===== src/rtl/adc_scan_sequencer.sv =====
// -----------------------------------------------------------------------------
// adc_scan_sequencer
//
// Autonomous scan controller wrapped around an MCP3202 SPI ADC controller.
// Issues a periodic one-cycle conversion request, alternating CH0/CH1,
// captures each 12-bit result when the controller's chip-select returns high,
// and publishes boxcar averages of 2^AVG_LOG2 samples per channel together
// with a one-cycle valid strobe. A stalled SPI transaction (chip-select phase
// exceeding TIMEOUT cycles) sets a sticky error flag and the sample is dropped.
//
// Parameters:
//   SAMPLE_PERIOD  clk cycles between successive start pulses (2..65535)
//   AVG_LOG2       log2 of samples averaged per channel (0..4)
//   TIMEOUT        max clk cycles spent in either chip-select wait (1..65535)
//
// Ports:
//   clk          in   system clock, rising edge
//   rst_n        in   asynchronous active-low reset
//   enable       in   scan run control
//   start        out  one-cycle conversion request
//   sgl_diff     out  constant 1 (single-ended)
//   odd_sign     out  channel select, 0 = CH0, 1 = CH1
//   msb_lsb      out  constant 1 (MSB-first)
//   chipselect   in   SPI chip-select, low while a conversion runs
//   adc_data     in   12-bit result, stable from chipselect rising
//   ch0_avg      out  latest CH0 average
//   ch1_avg      out  latest CH1 average
//   avg_valid    out  one-cycle strobe marking new averages
//   timeout_err  out  sticky stall flag
// -----------------------------------------------------------------------------
module adc_scan_sequencer #(
  parameter int SAMPLE_PERIOD = 1000,
  parameter int AVG_LOG2      = 2,
  parameter int TIMEOUT       = 255
) (
  input  logic        clk,
  input  logic        rst_n,
  input  logic        enable,
  output logic        start,
  output logic        sgl_diff,
  output logic        odd_sign,
  output logic        msb_lsb,
  input  logic        chipselect,
  input  logic [11:0] adc_data,
  output logic [11:0] ch0_avg,
  output logic [11:0] ch1_avg,
  output logic        avg_valid,
  output logic        timeout_err
);

  localparam int ACC_W = 12 + AVG_LOG2;
  localparam int CNT_W = AVG_LOG2 + 1;
  localparam logic [CNT_W-1:0] CNT_FULL     = CNT_W'(1 << AVG_LOG2);
  localparam logic [15:0]      PERIOD_LOAD  = 16'(SAMPLE_PERIOD - 1);
  localparam logic [15:0]      TIMEOUT_LAST = 16'(TIMEOUT - 1);

  typedef enum logic [2:0] {
    IDLE,
    START,
    WAIT_LOW,
    WAIT_HIGH,
    CAPTURE,
    GAP
  } state_t;

  state_t           state;
  logic [15:0]      period_cnt;
  logic [15:0]      wait_cnt;
  logic [ACC_W-1:0] acc0;
  logic [ACC_W-1:0] acc1;
  logic [CNT_W-1:0] pair_cnt;

  logic [ACC_W-1:0] acc0_sum;
  logic [ACC_W-1:0] acc1_sum;
  logic [CNT_W-1:0] pair_cnt_inc;

  // The accumulators are sized so 2^AVG_LOG2 full-scale samples fit exactly.
  assign acc0_sum     = acc0 + ACC_W'(adc_data);
  assign acc1_sum     = acc1 + ACC_W'(adc_data);
  assign pair_cnt_inc = pair_cnt + CNT_W'(1);

  // Fixed MCP3202 configuration: single-ended, MSB-first.
  assign sgl_diff = 1'b1;
  assign msb_lsb  = 1'b1;

  always_ff @(posedge clk or negedge rst_n) begin
    if (!rst_n) begin
      state       <= IDLE;
      start       <= 1'b0;
      odd_sign    <= 1'b0;
      ch0_avg     <= 12'd0;
      ch1_avg     <= 12'd0;
      avg_valid   <= 1'b0;
      timeout_err <= 1'b0;
      period_cnt  <= 16'd0;
      wait_cnt    <= 16'd0;
      acc0        <= '0;
      acc1        <= '0;
      pair_cnt    <= '0;
    end else begin
      start     <= 1'b0;
      avg_valid <= 1'b0;

      // Free-running saturating down-counter; the START branch below reloads it.
      if (period_cnt != 16'd0) begin
        period_cnt <= period_cnt - 16'd1;
      end

      case (state)
        IDLE: begin
          if (enable) begin
            state <= START;
            start <= 1'b1;
          end
        end

        START: begin
          period_cnt <= PERIOD_LOAD;
          wait_cnt   <= 16'd0;
          state      <= WAIT_LOW;
        end

        WAIT_LOW: begin
          if (!chipselect) begin
            wait_cnt <= 16'd0;
            state    <= WAIT_HIGH;
          end else if (wait_cnt == TIMEOUT_LAST) begin
            // Stalled before the conversion began: drop it, keep the channel.
            timeout_err <= 1'b1;
            state       <= GAP;
          end else begin
            wait_cnt <= wait_cnt + 16'd1;
          end
        end

        WAIT_HIGH: begin
          if (chipselect) begin
            state <= CAPTURE;
          end else if (wait_cnt == TIMEOUT_LAST) begin
            timeout_err <= 1'b1;
            state       <= GAP;
          end else begin
            wait_cnt <= wait_cnt + 16'd1;
          end
        end

        CAPTURE: begin
          state    <= GAP;
          odd_sign <= ~odd_sign;
          if (!odd_sign) begin
            acc0 <= acc0_sum;
          end else if (pair_cnt_inc == CNT_FULL) begin
            // Last CH1 sample of the window: publish both averages and restart.
            ch0_avg   <= acc0[AVG_LOG2 +: 12];
            ch1_avg   <= acc1_sum[AVG_LOG2 +: 12];
            avg_valid <= 1'b1;
            acc0      <= '0;
            acc1      <= '0;
            pair_cnt  <= '0;
          end else begin
            acc1     <= acc1_sum;
            pair_cnt <= pair_cnt_inc;
          end
        end

        GAP: begin
          // The counter hits 0 at the end of this cycle when it reads 1 here, so
          // leaving now lands the next START exactly SAMPLE_PERIOD after the
          // previous one. An overrun conversion finds it already at 0.
          if (period_cnt <= 16'd1) begin
            if (enable) begin
              state <= START;
              start <= 1'b1;
            end else begin
              state       <= IDLE;
              acc0        <= '0;
              acc1        <= '0;
              pair_cnt    <= '0;
              odd_sign    <= 1'b0;
              timeout_err <= 1'b0;
            end
          end
        end

        default: state <= IDLE;
      endcase
    end
  end

endmodule


===== config.mk =====
export PLATFORM = sky130hd
export DESIGN_NAME = adc_scan_sequencer
export DESIGN_NICKNAME = d
export VERILOG_FILES = /design/src/rtl/adc_scan_sequencer.sv
export SDC_FILE = /design/constraint.sdc
export NUM_CORES = 1
export LEC_CHECK = 0
export ABC_AREA = 0
export BUFFER_PORTS_ARGS = -buffer_cell sky130_fd_sc_hd__clkbuf_2
export CAP_MARGIN = 20
export CORE_MARGIN = 10
export CORE_UTILIZATION = 35
export CTS_CLUSTER_DIAMETER = 120
export DETAILED_ROUTE_END_ITERATION = 7
export GPL_TIMING_DRIVEN = 0
export MAX_ROUTING_LAYER = met4
export SLEW_MARGIN = 20
export SYNTH_ARGS = -nofsm -noshare
export SYNTH_HDL_FRONTEND = slang
export SYNTH_SLANG_ARGS = --single-unit

===== constraint.sdc =====
create_clock -name clk -period 3.8 [get_ports clk]
set_input_delay 0.19 -clock clk [delete_from_list [all_inputs] [get_ports clk]]
set_output_delay 0.19 -clock clk [all_outputs]
set_load 0.02 [all_outputs]

# Yosys cells after proc, flatten, opt, wreduce, memory -nomap -nowiden
# Index checks and enable logic that the tools add are counted.
# Widths: inputs -> output; s select.
dict set report classes {
  addsub 5
  order_cmp 1
  n_eq_ne 14
  n_mux 39
  n_bitwise 1
  n_reduce_logical 13
}
# op count
set ops {}
lappend ops {{$mux 14} 6}
lappend ops {{$mux 16} 5}
lappend ops {{$pmux 14 s2} 2}
lappend ops {{$pmux 16 s3} 1}
lappend ops {{$add 14x12->14} 2}
lappend ops {{$mux 3} 9}
lappend ops {{$pmux 3 s6} 1}
lappend ops {{$add 16x1->16 const B} 1}
lappend ops {{$eq 16x8->1 const B} 1}
lappend ops {{$le 16x1->1 const B} 1}
lappend ops {{$reduce_bool 16->1} 1}
lappend ops {{$sub 16x1->16 const B} 1}
lappend ops {{$ne 2x2->1 const B} 6}
lappend ops {{$mux 1} 11}
lappend ops {{$eq 3x3->1 const B} 3}
lappend ops {{$reduce_and 4->1} 2}
lappend ops {{$eq 3x2->1 const B} 2}
lappend ops {{$pmux 3 s2} 1}
lappend ops {{$reduce_and 3->1} 2}
lappend ops {{$reduce_bool 3->1} 2}
lappend ops {{$reduce_and 5->1} 1}
lappend ops {{$pmux 1 s2} 2}
lappend ops {{$reduce_and 2->1} 2}
lappend ops {{$reduce_bool 2->1} 2}
lappend ops {{6 further kinds} 6}
dict set report word_totals {
  ff_bits 94
  input_bits 16
  out_inout_bits 30
}

# Logic depth before layout (Yosys ltp)
dict set report depth {
  word_depth 5
  depth_mapped 9
}

# Worst setup path before layout
# No wires, ideal clock.
dict set report synth_path {
  path_kind {reg-to-reg}
  startpoint {reg period_cnt[13]}
  endpoint {reg acc1[9]}
  setup_time_ns 0.121
  t_arrival_ns 2.608
  slack_ns 1.071
  stages_incl_launch_ff 9
  n_path_buf 3
  path_cell_list {dfrtp_1 > or4_4 > or4b_1 > clkbuf_2 > or2_1 > o41a_1 > buf_6 > buf_6 > a22o_1}
}
dict set report synth_between {
  elab_chain_len 3
}
# item line
set synth_rtl {}
lappend synth_rtl {{start: declaration} 67} ;# logic [15:0] period_cnt;
lappend synth_rtl {{start signal: assignment} 106} ;# period_cnt <= period_cnt - 16'd1;
lappend synth_rtl {{$le 16x1->1} 170} ;# if (period_cnt <= 16'd1) begin
lappend synth_rtl {{$ne 2x2->1 (no line)} n/a}
lappend synth_rtl {{$reduce_and 4->1 (no line)} n/a}
lappend synth_rtl {{end signal: assignment} 161} ;# acc1 <= acc1_sum;
lappend synth_rtl {{end: declaration} 70} ;# logic [ACC_W-1:0] acc1;
# No other way between the ends.
# A chain may end at the register's enable or synchronous reset.

# Worst setup path in the final report
dict set report layout_path {
  startpoint {reg period_cnt[12]}
  endpoint {reg acc0[12]}
}
dict set report layout_between {
  elab_chain_len 3
}
# item line
set layout_rtl {}
lappend layout_rtl {{$le 16x1->1} 170}
lappend layout_rtl {{$ne 2x2->1 (no line)} n/a}
lappend layout_rtl {{$reduce_and 4->1 (no line)} n/a}
lappend layout_rtl {{end signal: assignment} 151} ;# acc0 <= acc0_sum;
lappend layout_rtl {{end: declaration} 69} ;# logic [ACC_W-1:0] acc0;
# No other way between the ends.

==> reports/metrics.yaml <==
run_status:
  status: "finished clean"
yosys:
  post-synth-top-count-cell: "dfrtp_1"
  yosysWarnings: 0
  synth.area.top_cells: "dfrtp_1 44%, ha_1 7.3%, nand2_1 5.0%"
  synth_xor_area_share_pct: 5.11
  synth_top_flop_cell: "dfrtp_1"
  synth_mux_area_share_pct: 1.89
  synth_simple_gate_area_share_pct: 19.0
  seq_area_frac_synth_pct: 44.3
  synth_top_family_by_area: "simple AND/OR/NAND/NOR gates"
  synthDistinctLibCells: 61
  async_flop_share_pct: 100
  synth_top_cell_by_area: "dfrtp_1"
  synthTopCellsByCount: "94 x dfrtp_1, 71 x nand2_1, 46 x nor2_1"
  syn_area_sq_um: 5310
  synth-adder-area-share_pct: 8.06
  synth_compound_area_share_pct: 18.2
  postSynthAreaPerCell_sq_um: 9.41
  synth-edff-count: 0
  syn_inst: 564
  synth_top_area_share_pct: 44.3
  ys_ff_latch: 94
finish:
  syn_to_final_growth_pct: 14.4
  multi_input_area_sq_um: 2780
  insertedDiodeCount: 0
  drive_gt1_share_pct: 13.0
  nNetsFinal: 670
  nFillCells: 1444
  seq_area_sq_um: 2350
sta:
  tns_ps: 0
  period_needed_ps: 2950
  hold_slack_ps: 194
  setup_violations: 0
  hold_viol: 0
  rsz0062_at_grt: "false"
  fin_crit_sh_pct: 77.6
  slew_violations: 0
  skew_ps: 5.39
  slew_headroom_pct: 51.2
  tightest_slew_ps: 731
  postLayoutSetupSlackWorst_ps: 850
  fmax_ghz: 0.339
die:
  io_pins: 46
  core_sq_um: 14700
  die_w_um: 143
  initial_core_util_pct: 36.1
  die_area_sq_um: 20500
  die_h_um: 143
  num_rows: 44
critical_path:
  reg2regPathDepth: 7
  crit_type: "reg -> reg"
  crit_path_end_kind: "flip-flop"
  crit_required_ps: 4060
  r2r_setup_slack_ps: 850
  cp_max_fo: 9
  cp.arrival_ps: 3210
  start_kind: "flip-flop"
pwr:
  p_per_area_nw_per_um2: 632
  peakVddDrop_mv: 0.266
  p_leak_nw: 2.80
placement:
  dp_hpwl_um: 9110
  place_congestion: 0.924
  numPortBuffers: 43
  pre_cts_slack_ps: 882
route:
  drtIter0Drc: 352
  ant_nets: 0
  via_per_inst: 5.24
  drc_errors: 0
  vias: 4243
  routed_wl_um: 12200
  firstDrtPassIters: 4
  wl_per_cell_um: 15.1
cts:
  htree_levels: 3
  cts_sinks: 94
  cts_buffers: 9
  clk_pin_slew_ps: 60
  postCtsSetupBuffers: 0
  root_buffer: "clkbuf_16"
  clk_latency_ps: 340
  cts_max_path_buffers: 2
  cts_tree: "yes"
worst_hold_path:
  min_path_type: "in -> reg"
  min_path_cells: 2
global_routing:
  overflow: 0
  antenna_found_initial: 0
  gr-usage-all-layers_pct: 12.9
  grt_pass1_vias: 4271
  grt_first_pass_wirelength_um: 20900
  grt_max_degree: 70
job:
  drv_cap: 0
==> layer usage <==
metal	routed length, um	GRT usage, %
met4	356	7.60
met5	0	-
met2	5540	19.1
met3	497	2.49
met1	5790	16.1
==> timing repair <==
action,CTS,global route
endpoints found under the hold margin,25,0
hold buffers,1,0
gates resized for setup,0,0
==> path summary, 6_finish.rpt <==
path | start | to
worst max-delay path | period_cnt[12]$_DFFE_PN0P_ | acc0[12]$_DFFE_PN0P_
worst min-delay path | enable | start$_DFF_PN0_
worst max register to register | period_cnt[12]$_DFFE_PN0P_ | acc0[12]$_DFFE_PN0P_
worst min register to register | ch0_avg[8]$_DFFE_PN0P_ | ch0_avg[8]$_DFFE_PN0P_
max in group asynchronous | rst_n | ch0_avg[7]$_DFFE_PN0P_
min in group asynchronous | rst_n | period_cnt[10]$_DFFE_PN0P_
==> state kept, by name, summed over array words and instances (netlist names) <==
name	count
start	1
pair_cnt	3
acc1	14
timeout_err	1
ch1_avg	12
avg_valid	1
acc0	14
odd_sign	1
wait_cnt	16
state	3
period_cnt	16
ch0_avg	12
==> cell type report <==
| cell class | count | area share (%) |
|---|---|---|
| clock inverter | 1 | 0.0824 |
| buffer | 21 | 1.69 |
| tap | 184 | 3.79 |
| timing repair buffer | 45 | 4.31 |
| inverter | 20 | 1.24 |
| sequential | 94 | 38.7 |
| clock buffer | 14 | 4.35 |
| multi-input combinational | 430 | 45.8 |
==> logic make-up after synthesis <==
group / Yosys count
xor gates and xnor gates: 31
DFF: 94
buffers and inverters: 41
and+or+nand+nor: 209
AOI/OAI and AO/OA: 146
muxes: 9
adders and majority gates: 33
other: 1
==> power by group <==
group / switching (mW) / internal [mW] / leakage, nW / total [mW]
clock network: 0.362 / 0.476 / 0.133 / 0.838
logic: 0.939 / 0.640 / 1.45 / 1.58
registers: 0.186 / 1.24 / 1.21 / 1.42
==> through the flow <==
step                      cells  utilization, %  total power, mW  cell area [sq um]
after floorplan             565               -             2.61               5310
after global placement      792            39.2             2.96               5760
after detailed placement    793            39.4             3.02               5790
after CTS                   809            41.3             3.88               6070
after global routing        809            41.3             4.16               6070
final                       809            41.3             3.84               6070
==> placed cells by master (no fill, tap or decap), types with 11 or more instances in the layout <==
cell and n:
nand2_1 71, or3_1 17, dfrtp_1 94, ha_1 31, a21oi_1 31, clkbuf_1 18
inv_1 19, nor3_1 12, xnor2_1 21, clkbuf_2 43, o31ai_1 14, nand3_1 13
o21ai_0 36, nor2_1 46, a22o_1 11
==> worst max-delay path, stage by stage (launching register included) <==
cell and delay (ps):
dfrtp_1 410, or4_4 540, or4b_1 470, clkbuf_2 170, o31ai_2 330, o311ai_2 310
or4_1 560, o21ai_0 80
(Power assumes the default switching activity.)
